<file path="src/rtl/pe_result_drain.sv">
// Result drain behind the PE array. A start pulse snapshots every accumulator.
// Each value is requantized to signed INT8, then streamed out one PE row per valid/ready beat.

module pe_requant_lane #(
  parameter int INT8      = 8,
  parameter int ACC_WIDTH = 32
) (
  input  logic [ACC_WIDTH-1:0] i_acc,
  input  logic                 i_vis,
  input  logic [4:0]           i_shift,
  output logic [INT8-1:0]      o_q,
  output logic                 o_sat
);
  localparam logic signed [ACC_WIDTH-1:0] QMAX = ACC_WIDTH'((2**(INT8-1)) - 1);
  localparam logic signed [ACC_WIDTH-1:0] QMIN = ~QMAX;

  logic signed [ACC_WIDTH-1:0] w_v;
  logic                        w_hi;
  logic                        w_lo;

  assign w_v  = $signed(i_acc) >>> i_shift;
  assign w_hi = w_v > QMAX;
  assign w_lo = w_v < QMIN;

  // Masked lanes drive zero and never report saturation.
  assign o_q   = !i_vis ? '0 :
                 w_hi   ? QMAX[INT8-1:0] :
                 w_lo   ? QMIN[INT8-1:0] : w_v[INT8-1:0];
  assign o_sat = i_vis & (w_hi | w_lo);
endmodule

module pe_result_drain #(
  parameter int INT8            = 8,
  parameter int NUM_PEs_PER_ROW = 5,
  parameter int NUM_ROWS        = 5,
  parameter int ACC_WIDTH       = 32,
  parameter int ROW_W           = (NUM_ROWS > 1) ? $clog2(NUM_ROWS) : 1
) (
  input  logic                                       clk,
  input  logic                                       rst,
  input  logic                                       start_i,
  input  logic [NUM_ROWS*NUM_PEs_PER_ROW*ACC_WIDTH-1:0] pe_acc_i,
  input  logic [NUM_ROWS*NUM_PEs_PER_ROW-1:0]        visible_i,
  input  logic [4:0]                                 shift_i,
  output logic                                       busy,
  output logic                                       out_valid,
  input  logic                                       out_ready,
  output logic [NUM_PEs_PER_ROW*INT8-1:0]            out_data,
  output logic [ROW_W-1:0]                           out_row,
  output logic                                       sat_o,
  output logic                                       done
);
  typedef enum logic [1:0] {S_IDLE, S_DRAIN, S_DONE} state_t;

  state_t                                                      r_state;
  logic [NUM_ROWS-1:0][NUM_PEs_PER_ROW-1:0][ACC_WIDTH-1:0]     r_acc;
  logic [NUM_ROWS-1:0][NUM_PEs_PER_ROW-1:0]                    r_vis;
  logic [4:0]                                                  r_shift;
  logic [ROW_W-1:0]                                            r_ptr;

  logic [NUM_PEs_PER_ROW-1:0][ACC_WIDTH-1:0] w_row_acc;
  logic [NUM_PEs_PER_ROW-1:0]                w_row_vis;
  logic [NUM_PEs_PER_ROW-1:0][INT8-1:0]      w_q;
  logic [NUM_PEs_PER_ROW-1:0]                w_sat;
  logic                                      w_xfer;
  logic                                      w_last;

  assign w_row_acc = r_acc[r_ptr];
  assign w_row_vis = r_vis[r_ptr];
  assign w_xfer    = out_valid & out_ready;
  assign w_last    = (r_ptr == ROW_W'(NUM_ROWS - 1));

  genvar c;
  generate
    for (c = 0; c < NUM_PEs_PER_ROW; c++) begin : g_lane
      pe_requant_lane #(.INT8(INT8), .ACC_WIDTH(ACC_WIDTH)) u_lane (
        .i_acc   (w_row_acc[c]),
        .i_vis   (w_row_vis[c]),
        .i_shift (r_shift),
        .o_q     (w_q[c]),
        .o_sat   (w_sat[c])
      );
    end
  endgenerate

  // Data is a pure function of the held snapshot and row pointer, so it is stable under backpressure.
  assign out_data = out_valid ? w_q : '0;
  assign out_row  = r_ptr;

  always_ff @(posedge clk or negedge rst) begin
    if (!rst) begin
      r_state   <= S_IDLE;
      r_acc     <= '0;
      r_vis     <= '0;
      r_shift   <= '0;
      r_ptr     <= '0;
      busy      <= 1'b0;
      out_valid <= 1'b0;
      sat_o     <= 1'b0;
      done      <= 1'b0;
    end else begin
      case (r_state)
        S_IDLE: begin
          done <= 1'b0;
          if (start_i) begin
            r_acc     <= pe_acc_i;
            r_vis     <= visible_i;
            r_shift   <= shift_i;
            r_ptr     <= '0;
            sat_o     <= 1'b0;
            busy      <= 1'b1;
            out_valid <= 1'b1;
            r_state   <= S_DRAIN;
          end
        end
        S_DRAIN: begin
          if (w_xfer) begin
            sat_o <= sat_o | (|w_sat);
            if (w_last) begin
              out_valid <= 1'b0;
              done      <= 1'b1;
              r_state   <= S_DONE;
            end else begin
              r_ptr <= r_ptr + ROW_W'(1);
            end
          end
        end
        S_DONE: begin
          done    <= 1'b0;
          busy    <= 1'b0;
          r_ptr   <= '0;
          r_state <= S_IDLE;
        end
        default: begin
          out_valid <= 1'b0;
          done      <= 1'b0;
          busy      <= 1'b0;
          r_state   <= S_IDLE;
        end
      endcase
    end
  end
endmodule
</file>
<file path="config.mk">
export PLATFORM = sky130hd
export DESIGN_NAME = pe_result_drain
export DESIGN_NICKNAME = d
export VERILOG_FILES = /design/src/rtl/pe_result_drain.sv
export SDC_FILE = /design/constraint.sdc
export NUM_CORES = 2
export LEC_CHECK = 0
export CAP_MARGIN = 20
export CORE_AREA = 2 2 341 343
export DETAILED_ROUTE_END_ITERATION = 10
export DIE_AREA = 0 0 343 345
export PLACE_DENSITY_LB_ADDON = 0.05
export REMOVE_ABC_BUFFERS = 1
export SYNTH_ARGS = -nofsm -noshare
export SYNTH_HDL_FRONTEND = slang
export SYNTH_HIERARCHICAL = 1
export SYNTH_SLANG_ARGS = --single-unit
</file>
<file path="constraint.sdc">
create_clock -name clk -period 4.1 [get_ports clk]
set_input_delay 0.615 -clock clk [delete_from_list [all_inputs] [get_ports clk]]
set_output_delay 0.615 -clock clk [all_outputs]
set_load 0.1 [all_outputs]
</file>
==> tab_implementation.tex <==
\begin{tabular}{lr}
\hline
Metric & Value \\
\hline
\multicolumn{2}{l}{\textbf{Logic synthesis}} \\
\quad Prevailing post-synth register cell & sky130\_fd\_sc\_hd\_\_dfrtp\_1 \\
\quad Synth Area per Inst & roughly 12 um\^{}2 \\
\quad Number of enable-type register cells in the synthesized netlist & 0 \\
\quad Number of register bits inferred by synthesis & around 840 \\
\quad Number of synthesis warnings & 6 \\
\quad Post-synth design cell area & roughly 53000 um\^{}2 \\
\quad Gate count after technology mapping & between 4000 and 5000 \\
\quad Count of different cell masters after synthesis & around 70 \\
\quad Post-synthesis async set-or-reset flop share & 1.00 \\
\quad Sequential cell area fraction in the yosys report & 0.400 \\
\multicolumn{2}{l}{\textbf{Floorplanning}} \\
\quad Floorplan die width & 343 um \\
\quad Starting utilization of the core area & 0.456 \\
\quad Total Die Area & between 100000 and 150000 um\^{}2 \\
\quad Area of the placeable core & 115000 um\^{}2 \\
\quad Chip height & 345 um \\
\quad I/O pins & 881 \\
\quad Number of placement rows & around 130 \\
\multicolumn{2}{l}{\textbf{Clock network}} \\
\quad Clock latency of the later-clocked register in the worst-skew pair & 700 ps \\
\quad Cell at the root of the clock tree & sky130\_fd\_sc\_hd\_\_clkbuf\_16 \\
\quad Number of buffers on the longest clock path & 3 \\
\quad Clock tree from TritonCTS & built \\
\quad Number of sinks on the clock net & approximately 840 \\
\quad Clk pin slew, worst setup/hold paths & 60 ps \\
\quad H-tree Lvls & 3 \\
\quad Number of buffers inserted during clock tree synthesis & between 90 and 100 \\
\multicolumn{2}{l}{\textbf{STA}} \\
\quad Fin Hold WS & around 470 ps \\
\quad Post-route setup slack & -1480 ps \\
\quad Final Setup Violations & 36 \\
\quad Relative slew margins & 0.281 \\
\quad Fin crit period & about 5600 ps \\
\quad Max frequency & 179 MHz \\
\quad Max Transition Viols Final & 0 \\
\quad Measured slew at the worst slew-check pin & around 1100 ps \\
\quad Unrepaired setup endpoints after global routing & true \\
\quad Hold Violations, Final & 0 \\
\quad Worst clock skew & $\sim$38 ps \\
\quad Share of the clock period used by the worst path after layout & 1.36 \\
\multicolumn{2}{l}{\textbf{GRT}} \\
\quad Antenna violations before repair & 19 \\
\quad Global route overflow & 0 \\
\quad Wire length of the first global-routing pass & around 280000 um \\
\quad Total global routing track utilization & 0.316 \\
\quad Largest net degree at the start of global routing & 101 \\
\quad Via count of the first global-routing pass & approximately 45000 \\
\multicolumn{2}{l}{\textbf{Power and ir drop}} \\
\quad Portion of total power attributed to combinational logic & 0.686 \\
\quad Power spent charging and discharging nets & 32.0 mW \\
\quad Max IR drop VDD & 603 uV \\
\quad Leakage Power & $\sim$33 nW \\
\quad Share of total power in sequential cells & 0.197 \\
\quad Power per standard cell area & between 1000 and 1500 nW/um\^{}2 \\
\quad P\_int & approximately 46 mW \\
\quad Switching Fraction & 0.411 \\
\quad Power share of the clock group & 0.117 \\
\multicolumn{2}{l}{\textbf{Flow run}} \\
\quad Number of maximum-capacitance constraint violations & 0 \\
\multicolumn{2}{l}{\textbf{Setup path}} \\
\quad Worst path arrival time & just under 5000 ps \\
\quad Element type at the critical path end & primary output \\
\quad Most repeated library cell on the critical path & sky130\_fd\_sc\_hd\_\_buf\_12 \\
\quad Crit Path Category & register to primary output \\
\quad Critical Path Slowest Stage Cell & sky130\_fd\_sc\_hd\_\_dfrtp\_4 \\
\quad Launching element type of the critical path & register \\
\quad Crit path max fanout & 6 \\
\quad Required arrival time at the worst endpoint & 3480 ps \\
\quad Largest incremental delay on the critical path & roughly 520 ps \\
\quad CP Buf/Inv Count & 6 \\
\quad Cell-by-cell trace of the critical path & buf\_12, nor2b\_4, buf\_12, buf\_16, buf\_12, a221oi\_4, nor2\_2, buf\_4, mux2i\_2, mux2\_4, o211a\_4, o32a\_1, or4\_4, or3\_4, a2bb2oi\_4, a21oi\_2, and2\_4, buf\_12 \\
\quad Kind of cell adding the most delay to the critical path & simple AND/OR/NAND/NOR gates \\
\multicolumn{2}{l}{\textbf{Place}} \\
\quad Placed instance count & slightly above 7000 \\
\quad Buffers added on ports & slightly below 900 \\
\quad Weighted congestion reported at the end of routability-driven placement & between 0.9 and 1 \\
\quad DP Wirelength & 144000 um \\
\multicolumn{2}{l}{\textbf{Route}} \\
\quad Detail-routed net length per standard cell & about 26 um \\
\quad Number of vias after detailed routing & 42900 \\
\quad Final wirelength & between 150000 and 200000 um \\
\quad Number of nets still failing antenna checks after routing & 0 \\
\quad Iter 0 DRT Violations & slightly below 3000 \\
\quad Via-to-Cell Ratio & $\sim$5.8 \\
\quad Detailed-router iteration count before antenna repair & 7 \\
\quad DR DRC count & 0 \\
\multicolumn{2}{l}{\textbf{Outcome}} \\
\quad Outcome & finished with violations \\
\quad Violations in the final reports & negative setup slack \\
\multicolumn{2}{l}{\textbf{Cells and area}} \\
\quad Nets@finish & about 6600 \\
\quad Number of standard cells in the layout, taps in and fillers out & between 7000 and 8000 \\
\quad Proportion of layout cells with a drive suffix above 1 & 0.470 \\
\quad Area growth from synthesis to layout & 43.6\% \\
\multicolumn{2}{l}{\textbf{Worst hold path}} \\
\quad Kind of path behind the tightest hold check & input pin to async pin \\
\hline
\end{tabular}
## final cells by class
class / count / area, um^2
fillers: 8991 / 39700
multi-input cells: 3006 / 30900
flip-flops and latches: 839 / 21000
repair buffers: 1821 / 18000
clock buffers: 136 / 2770
well taps: 1524 / 1910
clock inverters: 41 / 569
inverters: 45 / 200
diodes: 7 / 17.5
## kinds of logic after synthesis
| family | after synthesis | synth area share |
|---|---|---|
| AO/OA/AOI/OAI | 794 | 0.114 |
| flip-flops | 839 | 0.400 |
| multiplexers | 1526 | 0.378 |
| adder cells (fa/ha/maj) | 2 | 0.000476 |
| AND/OR/NAND/NOR | 684 | 0.0619 |
| buffers and inverters | 408 | 0.0463 |
## worst paths after layout
| path | startpoint | end | slack (ps) | cells past startpoint |
|---|---|---|---|---|
| max | out_row[2]$_DFFE_PN0P_ | out_data[18] | -1480 | 18 |
| min | rst | r_acc[307]$_DFFE_PN0P_ | 470 | 2 |
| max reg2reg | out_row[2]$_DFFE_PN0P_ | sat_o$_DFFE_PN0P_ | -710 | 19 |
| min reg2reg | sat_o$_DFFE_PN0P_ | sat_o$_DFFE_PN0P_ | 490 | 2 |
| max in group asynchronous | rst | r_acc[5]$_DFFE_PN0P_ | 2280 | 4 |
| min in group clk | sat_o$_DFFE_PN0P_ | sat_o$_DFFE_PN0P_ | 490 | 2 |
## timing repair
action,in CTS,in global routing
endpoints found under the setup margin,36,38
buffers inserted,76,19
pin swaps,83,63
hold endpoints to repair,28,0
hold buffers,1,0
cloned,10,2
gates resized for setup,378,117
## placed cells by master, fill, tap and decap left out, types with 20 or more instances in the layout
cell type,instances
sky130_fd_sc_hd__a31oi_1,26
sky130_fd_sc_hd__nand2_1,150
sky130_fd_sc_hd__nor2_2,69
sky130_fd_sc_hd__mux4_2,112
sky130_fd_sc_hd__inv_1,24
sky130_fd_sc_hd__buf_12,140
sky130_fd_sc_hd__and2_4,31
sky130_fd_sc_hd__a211oi_1,20
sky130_fd_sc_hd__a221oi_1,101
sky130_fd_sc_hd__nor2b_1,20
sky130_fd_sc_hd__o21ai_0,56
sky130_fd_sc_hd__mux2i_1,264
sky130_fd_sc_hd__nor2_1,193
sky130_fd_sc_hd__clkbuf_16,98
sky130_fd_sc_hd__clkbuf_8,22
sky130_fd_sc_hd__buf_6,28
sky130_fd_sc_hd__a21oi_1,84
sky130_fd_sc_hd__a221oi_2,59
sky130_fd_sc_hd__mux2_4,391
sky130_fd_sc_hd__a21oi_2,25
sky130_fd_sc_hd__clkdlybuf4s50_1,835
sky130_fd_sc_hd__nand2b_1,26
sky130_fd_sc_hd__buf_4,791
sky130_fd_sc_hd__o21a_1,165
sky130_fd_sc_hd__mux2_2,714
sky130_fd_sc_hd__dfrtp_1,830
sky130_fd_sc_hd__nand3_1,25
## state kept, by name, summed over array words and instances, names as in the netlist
signal     flops
out_row        3
r_shift        5
r_state        2
r_vis         25
out_valid      1
sat_o          1
busy           1
done           1
r_acc        800
## Yosys cell counts, drive strengths merged, types with 22 or more instances
master / count / area share
a211oi: 22 / 0.0031
a21oi: 111 / 0.011
a221oi: 169 / 0.028
a22oi: 25 / 0.0036
a31oi: 26 / 0.0031
and2: 46 / 0.0055
buf: 193 / 0.026
clkbuf: 170 / 0.017
dfrtp: 839 / 0.40
inv: 29 / 0.0021
mux2: 1105 / 0.26
mux2i: 291 / 0.055
mux4: 130 / 0.059
nand2: 154 / 0.011
nand2b: 28 / 0.0033
nand3: 36 / 0.0039
nor2: 272 / 0.019
o21a: 165 / 0.024
o21ai: 64 / 0.0061
o22ai: 22 / 0.0026
## worst register-to-register path: cells and delay by family, from the launching register on
| kind | cells | cell delay, ps |
|---|---|---|
| buffers and inverters | 6 | 1110 |
| flip-flops | 1 | 520 |
| AND/OR/NAND/NOR | 7 | 1420 |
| AO/OA/AOI/OAI | 4 | 850 |
| multiplexers | 2 | 790 |
## metal layers
| layer | part of all wire | wire length [um] | GRT usage | up-vias |
|---|---|---|---|---|
| met5 | 0.00070 | 134 | 0 | - |
| met4 | 0.030 | 5790 | 0.0946 | 20 |
| met2 | 0.48 | 92500 | 0.519 | 1448 |
| met1 | 0.43 | 82200 | 0.428 | 21900 |
| li1 | - | - | - | 19300 |
| met3 | 0.060 | 11600 | 0.0524 | 281 |
## stage by stage
step	setup TNS, ps	cell area [um^2]	worst slack (ps)	power (mW)	util
after floorplan	-	50300	-21680	40.2	-
after global placement	-33930	68900	-1080	63.2	0.599
after detailed placement	-34770	68900	-1070	63.4	0.599
after CTS	-51590	74700	-1490	76.4	0.649
after global routing	-55330	75400	-1590	81.9	0.655
final	-51060	75400	-1480	77.9	0.655
## power groups by stage
stage	sequential (mW)	combinational, mW	clock [mW]
2_1_floorplan	16.1	24.2	0
3_3_place_gp	15.2	48.0	0
3_5_place_dp	15.3	48.1	0
4_1_cts	15.3	51.9	9.26
5_1_grt	15.8	56.5	9.58
6_report	15.4	53.5	9.08
Note: power is estimated with default switching activity, not from simulation.
